### config.mk
export PLATFORM = sky130hd
export DESIGN_NAME = uart_tx_arbiter
export DESIGN_NICKNAME = d
export VERILOG_FILES = /design/src/rtl/uart_tx_arbiter.sv
export SDC_FILE = /design/constraint.sdc
export NUM_CORES = 1
export LEC_CHECK = 0
export CAP_MARGIN = 20
export CELL_PAD_IN_SITES_DETAIL_PLACEMENT = 0
export CELL_PAD_IN_SITES_GLOBAL_PLACEMENT = 2
export CORE_MARGIN = 3
export CORE_UTILIZATION = 31
export CTS_BUF_LIST = sky130_fd_sc_hd__clkbuf_4 sky130_fd_sc_hd__clkbuf_8
export DETAILED_ROUTE_END_ITERATION = 8
export PLACE_DENSITY_LB_ADDON = 0.1
export SYNTH_ARGS = -nofsm -noshare
export SYNTH_HDL_FRONTEND = slang
export SYNTH_SLANG_ARGS = --single-unit
### constraint.sdc
create_clock -name RST_clk -period 3.85 [get_ports RST_clk]
set_input_delay 0.77 -clock RST_clk [delete_from_list [all_inputs] [get_ports RST_clk]]
set_output_delay 0.77 -clock RST_clk [all_outputs]
set_load 0.005 [all_outputs]
### src/rtl/uart_tx_arbiter.sv
// Round-robin arbiter that shares one byte-wide UART transmitter among NREQ sources.
// Holds the grant for a source until it sends EOL and flags a transmitter that never goes busy.
module uart_tx_arbiter #(
  parameter int         NREQ     = 4,
  parameter int         BUSY_TMO = 16,
  parameter logic [7:0] EOL      = 8'h0A
) (
  input  logic                    RST_clk,
  input  logic                    RST_n,
  input  logic [NREQ-1:0]         req,
  input  logic [8*NREQ-1:0]       req_data,
  output logic [NREQ-1:0]         ack,
  output logic [7:0]              tx_data,
  output logic                    tx_start,
  input  logic                    tx_busy,
  output logic [$clog2(NREQ)-1:0] owner,
  output logic                    locked,
  output logic                    err_tmo
);
  localparam int OW = $clog2(NREQ);

  typedef enum logic [1:0] {IDLE, START, WAIT_HI, WAIT_LO} state_t;

  state_t          state, nxt_state;
  logic [OW-1:0]   last, nxt_last, nxt_owner;
  logic [OW-1:0]   rr_idx, rr_pick, pick;
  logic            rr_hit;
  logic [7:0]      cnt, nxt_cnt, nxt_tx_data, pick_byte;
  logic [NREQ-1:0] nxt_ack;
  logic            nxt_tx_start, nxt_locked, nxt_err;

  // First requester after `last`, wrapping; `last` itself is checked last.
  always_comb begin
    rr_idx  = '0;
    rr_pick = last;
    rr_hit  = 1'b0;
    for (int i = 1; i <= NREQ; i++) begin
      rr_idx = OW'((int'(last) + i) % NREQ);
      if (!rr_hit && req[rr_idx]) begin
        rr_hit  = 1'b1;
        rr_pick = rr_idx;
      end
    end
  end

  // A locked owner that still requests keeps the line; otherwise the lock is dropped.
  assign pick      = (locked && req[owner]) ? owner : rr_pick;
  assign pick_byte = req_data[{pick, 3'b000} +: 8];

  always_comb begin
    nxt_state    = state;
    nxt_tx_start = 1'b0;
    nxt_ack      = '0;
    nxt_tx_data  = tx_data;
    nxt_owner    = owner;
    nxt_last     = last;
    nxt_locked   = locked;
    nxt_err      = err_tmo;
    nxt_cnt      = cnt;
    case (state)
      IDLE: begin
        if (|req) begin
          nxt_tx_data  = pick_byte;
          nxt_owner    = pick;
          nxt_last     = pick;
          nxt_locked   = (pick_byte != EOL);
          nxt_tx_start = 1'b1;
          nxt_ack      = NREQ'(1) << pick;
          nxt_state    = START;
        end
      end
      START: begin
        nxt_cnt   = '0;
        nxt_state = WAIT_HI;
      end
      WAIT_HI: begin
        if (tx_busy) begin
          nxt_state = WAIT_LO;
        end else if (cnt == 8'(BUSY_TMO - 1)) begin
          // Byte already acked; it is dropped and any line lock is abandoned.
          nxt_err    = 1'b1;
          nxt_locked = 1'b0;
          nxt_state  = IDLE;
        end else begin
          nxt_cnt = cnt + 8'd1;
        end
      end
      WAIT_LO: begin
        if (!tx_busy) nxt_state = IDLE;
      end
      default: nxt_state = IDLE;
    endcase
  end

  always_ff @(posedge RST_clk or negedge RST_n) begin
    if (!RST_n) begin
      state    <= IDLE;
      tx_start <= 1'b0;
      ack      <= '0;
      tx_data  <= '0;
      owner    <= '0;
      last     <= OW'(NREQ - 1);
      locked   <= 1'b0;
      err_tmo  <= 1'b0;
      cnt      <= '0;
    end else begin
      state    <= nxt_state;
      tx_start <= nxt_tx_start;
      ack      <= nxt_ack;
      tx_data  <= nxt_tx_data;
      owner    <= nxt_owner;
      last     <= nxt_last;
      locked   <= nxt_locked;
      err_tmo  <= nxt_err;
      cnt      <= nxt_cnt;
    end
  end

endmodule
==> results of run 1 <==
-- logic make-up after synthesis --
| logic type | count (synthesis) | synth area share |
|---|---|---|
| simple gates | 57 | 0.188 |
| compound gates | 39 | 0.170 |
| flops | 29 | 0.429 |
| mux | 22 | 0.147 |
| buf+inv | 12 | 0.0427 |
| xor+xnor | 3 | 0.0155 |
| fa+ha+maj | 1 | 0.00737 |
-- worst max path at each step --
| stage | to | slack [ns] | depth (start not counted) |
|---|---|---|---|
| floorplan | tx_data[2] | 1.71 | 7 |
| global placement | tx_data[0] | 1.02 | 8 |
| detailed placement | tx_data[0] | 0.96 | 8 |
| CTS | tx_data[6] | 1.25 | 8 |
| global route | tx_data[0] | 1.01 | 6 |
| finish | tx_data[6] | 1.22 | 8 |
-- power by group through the flow --
stage	Combinational (mW)	Clock, mW	Sequential, mW
floorplan	0.618	0	0.500
global placement	0.860	0	0.532
detailed placement	0.868	0	0.533
CTS	0.872	0.347	0.530
global route	0.945	0.363	0.548
finish	0.857	0.336	0.529
-- Yosys cell counts --
library cell / n
a21oi_2: 4
nor4b_1: 8
a21oi_1: 9
o22ai_1: 5
nand3b_1: 1
o311ai_0: 1
buf_6: 1
dfrtp_1: 27
nand4_1: 2
and2_1: 2
a22o_1: 1
nand3_1: 4
nor3_1: 1
mux2_2: 5
o21ai_0: 5
mux2i_1: 12
and3_2: 1
a31oi_1: 1
nor3b_1: 1
buf_2: 3
dfstp_2: 2
o2111ai_1: 1
o2bb2ai_1: 1
nor2b_1: 4
nor3_2: 1
clkbuf_1: 2
buf_12: 1
nand2b_1: 3
o32ai_1: 1
o22a_2: 1
or4_1: 1
a21o_1: 4
ha_1: 1
xor2_1: 2
o22ai_2: 5
mux2i_2: 1
mux2_4: 4
or3_1: 1
nor4_1: 3
nand2_1: 12
xnor2_1: 1
inv_1: 5
nor2_1: 12
-- flip-flops by register name, summed over array words and instances, names as in the netlist --
signal,count
err_tmo,1
state,2
tx_start,1
cnt,8
last,2
tx_data,8
locked,1
ack,4
owner,2
-- metal layers --
metal,track usage,vias to the layer above
li1,-,718
met1,0.202,716
met2,0.252,54
met3,0.0440,6
met4,0.0557,0
met5,0,-
-- through the flow --
step / setup WS (ns) / util / cell area [um2]
after detailed placement: 0.956 / 0.443 / 2300
after global routing: 1.01 / 0.466 / 2420
final: 1.22 / 0.466 / 2420
after CTS: 1.25 / 0.466 / 2420
after floorplan: 1.71 / - / 1700
after global placement: 1.02 / 0.443 / 2300
-- critical path: cells and delay by family --
kind / cells / cell delay (ns)
buffers and inverters: 2 / 0.89
muxes: 3 / 0.74
AOI/OAI and AO/OA: 3 / 0.37
-- area by class of cell --
cell class / count / area [um2]
clock buffer: 7 / 90.1
clock inverter: 1 / 30.0
inverter: 5 / 18.8
sequential: 29 / 728
fill: 496 / 2780
tap: 70 / 87.6
multi-input combinational: 122 / 897
timing repair buffer: 58 / 573
==> flow_summary.yaml, run 1 <==
setup_path:
  cp_cell_sequence: "clkdlybuf4s50_1, mux2i_1, o22ai_2, mux2i_2, buf_4, mux2_2, o22ai_1, a21oi_1"
  cpMaxStageDelayCell: "clkdlybuf4s50_1"
  cp-end-kind: "flop"
  cp_max_fo: 23
  r2r_cells: 7
  crit_type: "in2reg"
  critPathMaxStageDelay_ns: 0.56
  reg2reg_from: "owner[1]"
  critPathArrivalTime_ns: 2.78
  required_ns: 3.99
  cp-startpoint: "req[0]"
  reg2reg_slack_ns: 1.73
  crit_path_start_kind: "primary input"
  reg2reg_to: "tx_data[6]"
power_and_ir_drop:
  pwr-share-clk: 0.195
  power_frac_comb: 0.498
  power_density_mw_per_mm2: 710
  p_seq_frac: 0.307
  power_mw: 1.72
  intPower_mw: 1.11
  irDropWorstVdd_mv: 0.298
  total_leakage_power_nw: 0.996
  power.switching_mw: 0.616
  switching_share: 0.358
finish:
  final_cell_mix: "55 x clkdlybuf4s50_1, 27 x dfrtp_1, 12 x mux2i_1, 12 x nand2_1, 12 x nor2_1"
  diodes: 0
  layout_commonest_cell: "clkdlybuf4s50_1"
  area_growth_pct: 42.8
  drive_gt1_frac: 0.158
  nNetsFinal: 261
  final_cell_count_no_fill: 292
timing:
  slew_viol_final: 0
  fin_crit_sh: 0.684
  max_slew.worst_pin.slew_ns: 0.696
  fin_tns_setup_ns: 0
  finalHoldViolations: 0
  fmax_mhz: 380
  setup_viol: 0
  fin_hold_ws_ns: 0.480
  max-slew-margin-rel: 0.533
  finalCriticalPeriod_ns: 2.63
  fin_skew_ns: 0.00561
  rsz0062_at_grt: "no"
routing:
  routed-via-count: 1494
  drt-total-wl_mm: 4.56
  wl_met1_mm: 1.95
  wl_per_cell_um: 15.6
  top_layer: "met4"
  drt-pass1-iter-count: 4
  remaining_drc_errors: 0
  wl_met3_um: 307
  wl_met2_mm: 2.24
  ant_nets: 0
  vias_per_cell: 5.12
  initialDrtViolationCount: 69
global_routing:
  track_usage: 0.157
  grt_pass1_wl_mm: 7.70
  antenna_found_initial: 0
  grt_pass1_vias: 1595
  grt_overflow: 0
  grt_max_degree: 30
die:
  die_y_um: 80.0
  rows: 26
  initial_core_util: 0.326
  fp.coreArea_mm2: 0.00520
  dieArea_mm2: 0.00640
  io-pin-count: 56
  die_w_um: 80.0
clock_network:
  worst_setup_hold_path_clk_slew_ns: 0.06
  clkLatencyLatePin_ns: 0.28
  htree_levels: 2
  cts_buffers: 5
  hold_buffers: 0
  cts_num_sinks: 29
  post-cts-setup-buffers: 0
  cts_tree: "built"
  max-clock-path-buffers: 2
  root_buffer: "clkbuf_8"
  postCtsResizedCells: 0
synthesis:
  synth.ff_latch_count: 29
  ys_top_cells_by_area: "dfrtp_1 40%, mux2i_1 7.1%, nor4b_1 4.1%"
  yosysSeqAreaShare: 0.429
  avgSynthCellArea_um2: 10.4
  synth-warning-count: 0
  syn_nets: 203
  synthCells: 163
  ys_types: 43
  yosysTopAreaCell: "dfrtp_1"
  netlist_area_mm2: 0.00170
  yosys.area.top_type_share: 0.398
place:
  portBuffers: 55
  place.gp.congestion: 0.833
  post-place-cells: 284
  dp_hpwl_mm: 3.51
hold_path:
  hp-start: "err_tmo"
  hp-class: "reg2reg"
  holdPathStages: 1
  holdPathEnd: "err_tmo"
run_status:
  status: "finished, final reports clean"
flow_run:
  max_cap_violations: 0
(Power assumes the default switching activity.)
==> run 2, diff against run 1 <==
- CORE_UTILIZATION: 31 -> 29
- clock period: 3.85 -> 2.6 ns (I/O delays scaled with it)
==> flow_summary.yaml, run 2 (same netlist as run 1, synthesis figures left out) <==
run_status:
  status: "finished, final reports clean"
clock_network:
  cts_tree: "built"
  postCtsResizedCells: 0
  htree_levels: 2
  hold_buffers: 0
  max-clock-path-buffers: 2
  post-cts-setup-buffers: 0
  clkLatencyLatePin_ns: 0.28
  cts_buffers: 5
  worst_setup_hold_path_clk_slew_ns: 0.07
  cts_num_sinks: 29
  root_buffer: "clkbuf_8"
finish:
  layout_commonest_cell: "clkdlybuf4s50_1"
  fillers: 557
  final_cell_mix: "55 x clkdlybuf4s50_1, 27 x dfrtp_1, 12 x mux2i_1, 12 x nand2_1, 12 x nor2_1"
  reg_top3: "cnt: 8 flops, tx_data: 8 flops, ack: 4 flops"
  nNetsFinal: 265
  area_growth_pct: 43.5
  seqCellArea_um2: 728
  drive_gt1_frac: 0.173
  diodes: 0
  multi_input_comb_area_um2: 897
timing:
  fin_skew_ns: 0.00798
  fin_tns_setup_ns: 0
  fmax_mhz: 434
  rsz0062_at_grt: "no"
  finalHoldViolations: 0
  setup_viol: 0
  max_slew.worst_pin.slew_ns: 0.560
  finalCriticalPeriod_ns: 2.30
  setup_slack_ns: 0.297
  max-slew-margin-rel: 0.626
  fin_crit_sh: 0.886
  slew_viol_final: 0
power_and_ir_drop:
  switching_share: 0.371
  total_leakage_power_nw: 1.00
  pwr-share-clk: 0.146
  irDropWorstVdd_mv: 0.562
  power.switching_mw: 0.916
  power_frac_comb: 0.543
  intPower_mw: 1.55
  power_density_mw_per_mm2: 1010
  p_seq_frac: 0.311
setup_path:
  crit_path_start_kind: "primary input"
  cp_cell_sequence: "clkdlybuf4s50_1, mux2i_1, o22ai_2, mux2i_2, buf_12, mux2_2, o22ai_1, a21oi_1"
  crit_type: "in2reg"
  critPathMaxStageDelay_ns: 0.56
  reg2reg_slack_ns: 0.60
  cpLargestDelayFamily: "buffers and inverters"
  cp_max_fo: 23
  required_ns: 2.73
  cp-end-kind: "flop"
  critPathArrivalTime_ns: 2.44
  cp_num_buf_inv: 2
  cpMaxStageDelayCell: "clkdlybuf4s50_1"
routing:
  drt-total-wl_mm: 4.52
  wl_per_cell_um: 15.2
  ant_nets: 0
  routed-via-count: 1477
  remaining_drc_errors: 0
  initialDrtViolationCount: 57
  vias_per_cell: 4.96
  drt-pass1-iter-count: 4
global_routing:
  grt_max_degree: 30
  grt_overflow: 0
  antenna_found_initial: 0
  grt_pass1_wl_mm: 7.52
  track_usage: 0.148
  grt_pass1_vias: 1551
place:
  dp_hpwl_mm: 3.54
  detailedPlace.worstSlack_ns: 0.0203
  place.gp.congestion: 0.793
  portBuffers: 55
hold_path:
  hp-class: "reg2reg"
die:
  io-pin-count: 56
  rows: 27
  initial_core_util: 0.305
  die_y_um: 82.5
  dieArea_mm2: 0.00681
  fp.coreArea_mm2: 0.00557
  die_w_um: 82.5
flow_run:
  max_cap_violations: 0
## run 2: changes by cell type in the layout (fill, tap and decap cells not counted), sizes merged
cell      previous run  this run
buf                  3         7
bufinv               1         0
clkbuf               7         5
clkinv               0         2
clkinvlp             0         1
## run 2: worst paths after layout
path / startpoint / endpoint / depth (start not counted)
max in group asynchronous: RST_n / last[1] / 2
min reg2reg: err_tmo / err_tmo / 1
max reg2reg: last[1] / tx_data[7] / 6
max: req[0] / tx_data[0] / 8
min in group asynchronous: RST_n / cnt[6] / 2
min: err_tmo / err_tmo / 1
## run 2: per-stage QoR
stage	hold WS [ns]	utilization	std cells	total power, mW	cell area [um2]
floorplan	0.224	-	163	1.65	1700
global placement	0.459	0.422	290	2.11	2350
detailed placement	0.455	0.422	290	2.13	2350
CTS	0.484	0.437	298	2.51	2440
global route	0.499	0.437	298	2.67	2440
finish	0.481	0.437	298	2.47	2440
## run 2: layout make-up
cell class,count,share of cell area
clock inverter,3,0.00719
sequential,29,0.299
tap,72,0.0370
clock buffer,5,0.0282
inverter,5,0.00770
timing repair buffer,62,0.253
multi-input combinational,122,0.368
## run 2: metal layers
layer,track usage,share of wire
met5,0,0
met1,0.189,0.46
met3,0.0466,0.057
met4,0.0441,0.013
met2,0.241,0.47
## run 2: power groups by stage
stage	clock, mW	combinational, mW	sequential (mW)
3_3_place_gp	0	1.33	0.782
2_1_floorplan	0	0.914	0.740
6_report	0.360	1.34	0.768
4_1_cts	0.376	1.36	0.771
5_1_grt	0.403	1.47	0.797
3_5_place_dp	0	1.36	0.778
==> run 3, diff against run 2 <==
- CORE_UTILIZATION: 29 -> 39
- DONT_BUFFER_PORTS: unset -> 1
==> flow_summary.yaml, run 3 (same netlist as run 1, synthesis figures left out) <==
finish:
  layout_commonest_cell: "dfrtp_1"
  fin_util: 0.456
  nNetsFinal: 206
  area_growth_pct: 9.65
  diodes: 0
  drive_gt1_frac: 0.210
  final_cell_mix: "27 x dfrtp_1, 12 x mux2i_1, 12 x nand2_1, 12 x nor2_1, 9 x a21oi_1"
  final_cell_count_no_fill: 217
  fillers: 403
  reg_top3: "cnt: 8 flops, tx_data: 8 flops, ack: 4 flops"
timing:
  finalCriticalPeriod_ns: 2.10
  max_slew.worst_pin.slew_ns: 0.700
  max-slew-margin-rel: 0.531
  fmax_mhz: 476
  finalHoldViolations: 0
  setup_viol: 0
  setup_slack_ns: 0.500
  fin_crit_sh: 0.808
  slew_viol_final: 0
  rsz0062_at_grt: "no"
  fin_hold_ws_ns: 0.0542
  fin_skew_ns: 0.00415
  fin_tns_setup_ns: 0
place:
  dp_hpwl_mm: 2.95
  post-place-cells: 208
  place.gp.congestion: 0.699
  portBuffers: 0
  detailedPlace.worstSlack_ns: 0.498
routing:
  drt-total-wl_mm: 3.91
  vias_per_cell: 5.75
  remaining_drc_errors: 0
  ant_nets: 0
  drt-pass1-iter-count: 4
  routed-via-count: 1248
  initialDrtViolationCount: 55
  wl_per_cell_um: 18.0
power_and_ir_drop:
  total_leakage_power_nw: 0.787
  irDropWorstVdd_mv: 0.861
  power_density_mw_per_mm2: 1210
setup_path:
  cp_cell_sequence: "mux2i_1, o22ai_2, mux2i_2, buf_4, mux2_2, o22ai_1, a21oi_1"
  cp_max_fo: 23
  r2r_cells: 7
  crit_type: "reg2reg"
  cpMaxStageDelayCell: "dfrtp_1"
  critPathMaxStageDelay_ns: 0.48
  crit_path_start_kind: "flop"
  critPathArrivalTime_ns: 2.23
  cp-end-kind: "flop"
  required_ns: 2.73
clock_network:
  clkLatencyLatePin_ns: 0.28
  htree_levels: 2
  root_buffer: "clkbuf_8"
  cts_tree: "built"
  max-clock-path-buffers: 2
  cts_buffers: 5
  worst_setup_hold_path_clk_slew_ns: 0.06
  cts_num_sinks: 29
  postCtsResizedCells: 0
hold_path:
  hp-class: "in2async"
die:
  rows: 23
  io-pin-count: 56
  fp.coreArea_mm2: 0.00409
  initial_core_util: 0.415
  die_y_um: 72.0
  die_w_um: 72.0
  dieArea_mm2: 0.00518
run_status:
  status: "finished, final reports clean"
global_routing:
  grt_overflow: 0
  track_usage: 0.158
  antenna_found_initial: 0
  grt_pass1_vias: 1319
  grt_pass1_wl_mm: 6.31
  grt_max_degree: 28
flow_run:
  max_cap_violations: 0
-- run 3: changes by cell type in the layout (fill, tap and decap cells not counted) --
cell             delta
buf_4               -4
bufinv_16           +1
clkbuf_4            +1
clkbuf_8            +1
clkdlybuf4s50_1    -55
clkinv_2            -2
clkinvlp_4          -1
-- run 3: repair_timing --
| action | 4_1_cts | 5_1_grt |
|---|---|---|
| endpoints found under the hold margin | 27 | 0 |
| hold buffers | 1 | 0 |
| setup buffers | 0 | 0 |
-- run 3: final timing paths --
kind                          start  slack, ns         end
max                        owner[1]       0.50  tx_data[6]
min                           RST_n       0.05    state[1]
max reg2reg                owner[1]       0.50  tx_data[6]
min reg2reg                 err_tmo       0.49     err_tmo
max in group asynchronous     RST_n       2.38      cnt[7]
min in group RST_clk        tx_busy       0.37    state[0]
-- run 3: power breakdown --
group | internal, mW | total, mW | switching, mW
Clock | 0.322 | 0.490 | 0.167
Combinational | 0.467 | 0.963 | 0.496
Sequential | 0.626 | 0.804 | 0.179
Total | 1.42 | 2.26 | 0.842
-- run 3: metal layers --
layer / part of all wire / GRT usage / up-vias
met4: 0 / 0.0251 / 0
met3: 0.068 / 0.0748 / 0
met5: 0 / 0 / -
li1: - / - / 609
met2: 0.48 / 0.256 / 34
met1: 0.45 / 0.195 / 605
-- run 3: layout make-up --
cell class / instances / area (um2) / area share
flip-flops and latches: 29 / 728 / 0.391
repair buffers: 3 / 35.0 / 0.0188
well taps: 50 / 62.6 / 0.0336
clock inverters: 1 / 30.0 / 0.0161
clock buffers: 7 / 90.1 / 0.0484
inverters: 5 / 18.8 / 0.0101
multi-input cells: 122 / 897 / 0.482
-- run 3: worst max-delay path, delay by kind of cell, from the launching register on --
family | cells | cell delay [ns]
buffers and inverters | 1 | 0.33
DFF | 1 | 0.48
AOI/OAI and AO/OA | 3 | 0.31
muxes | 3 | 0.85
-- run 3: metrics by stage --
stage	instance area [um2]	power, mW
final	1860	2.26
after global routing	1860	2.43
after CTS	1860	2.29
after detailed placement	1720	1.78
after global placement	1720	1.75
after floorplan	1700	1.65
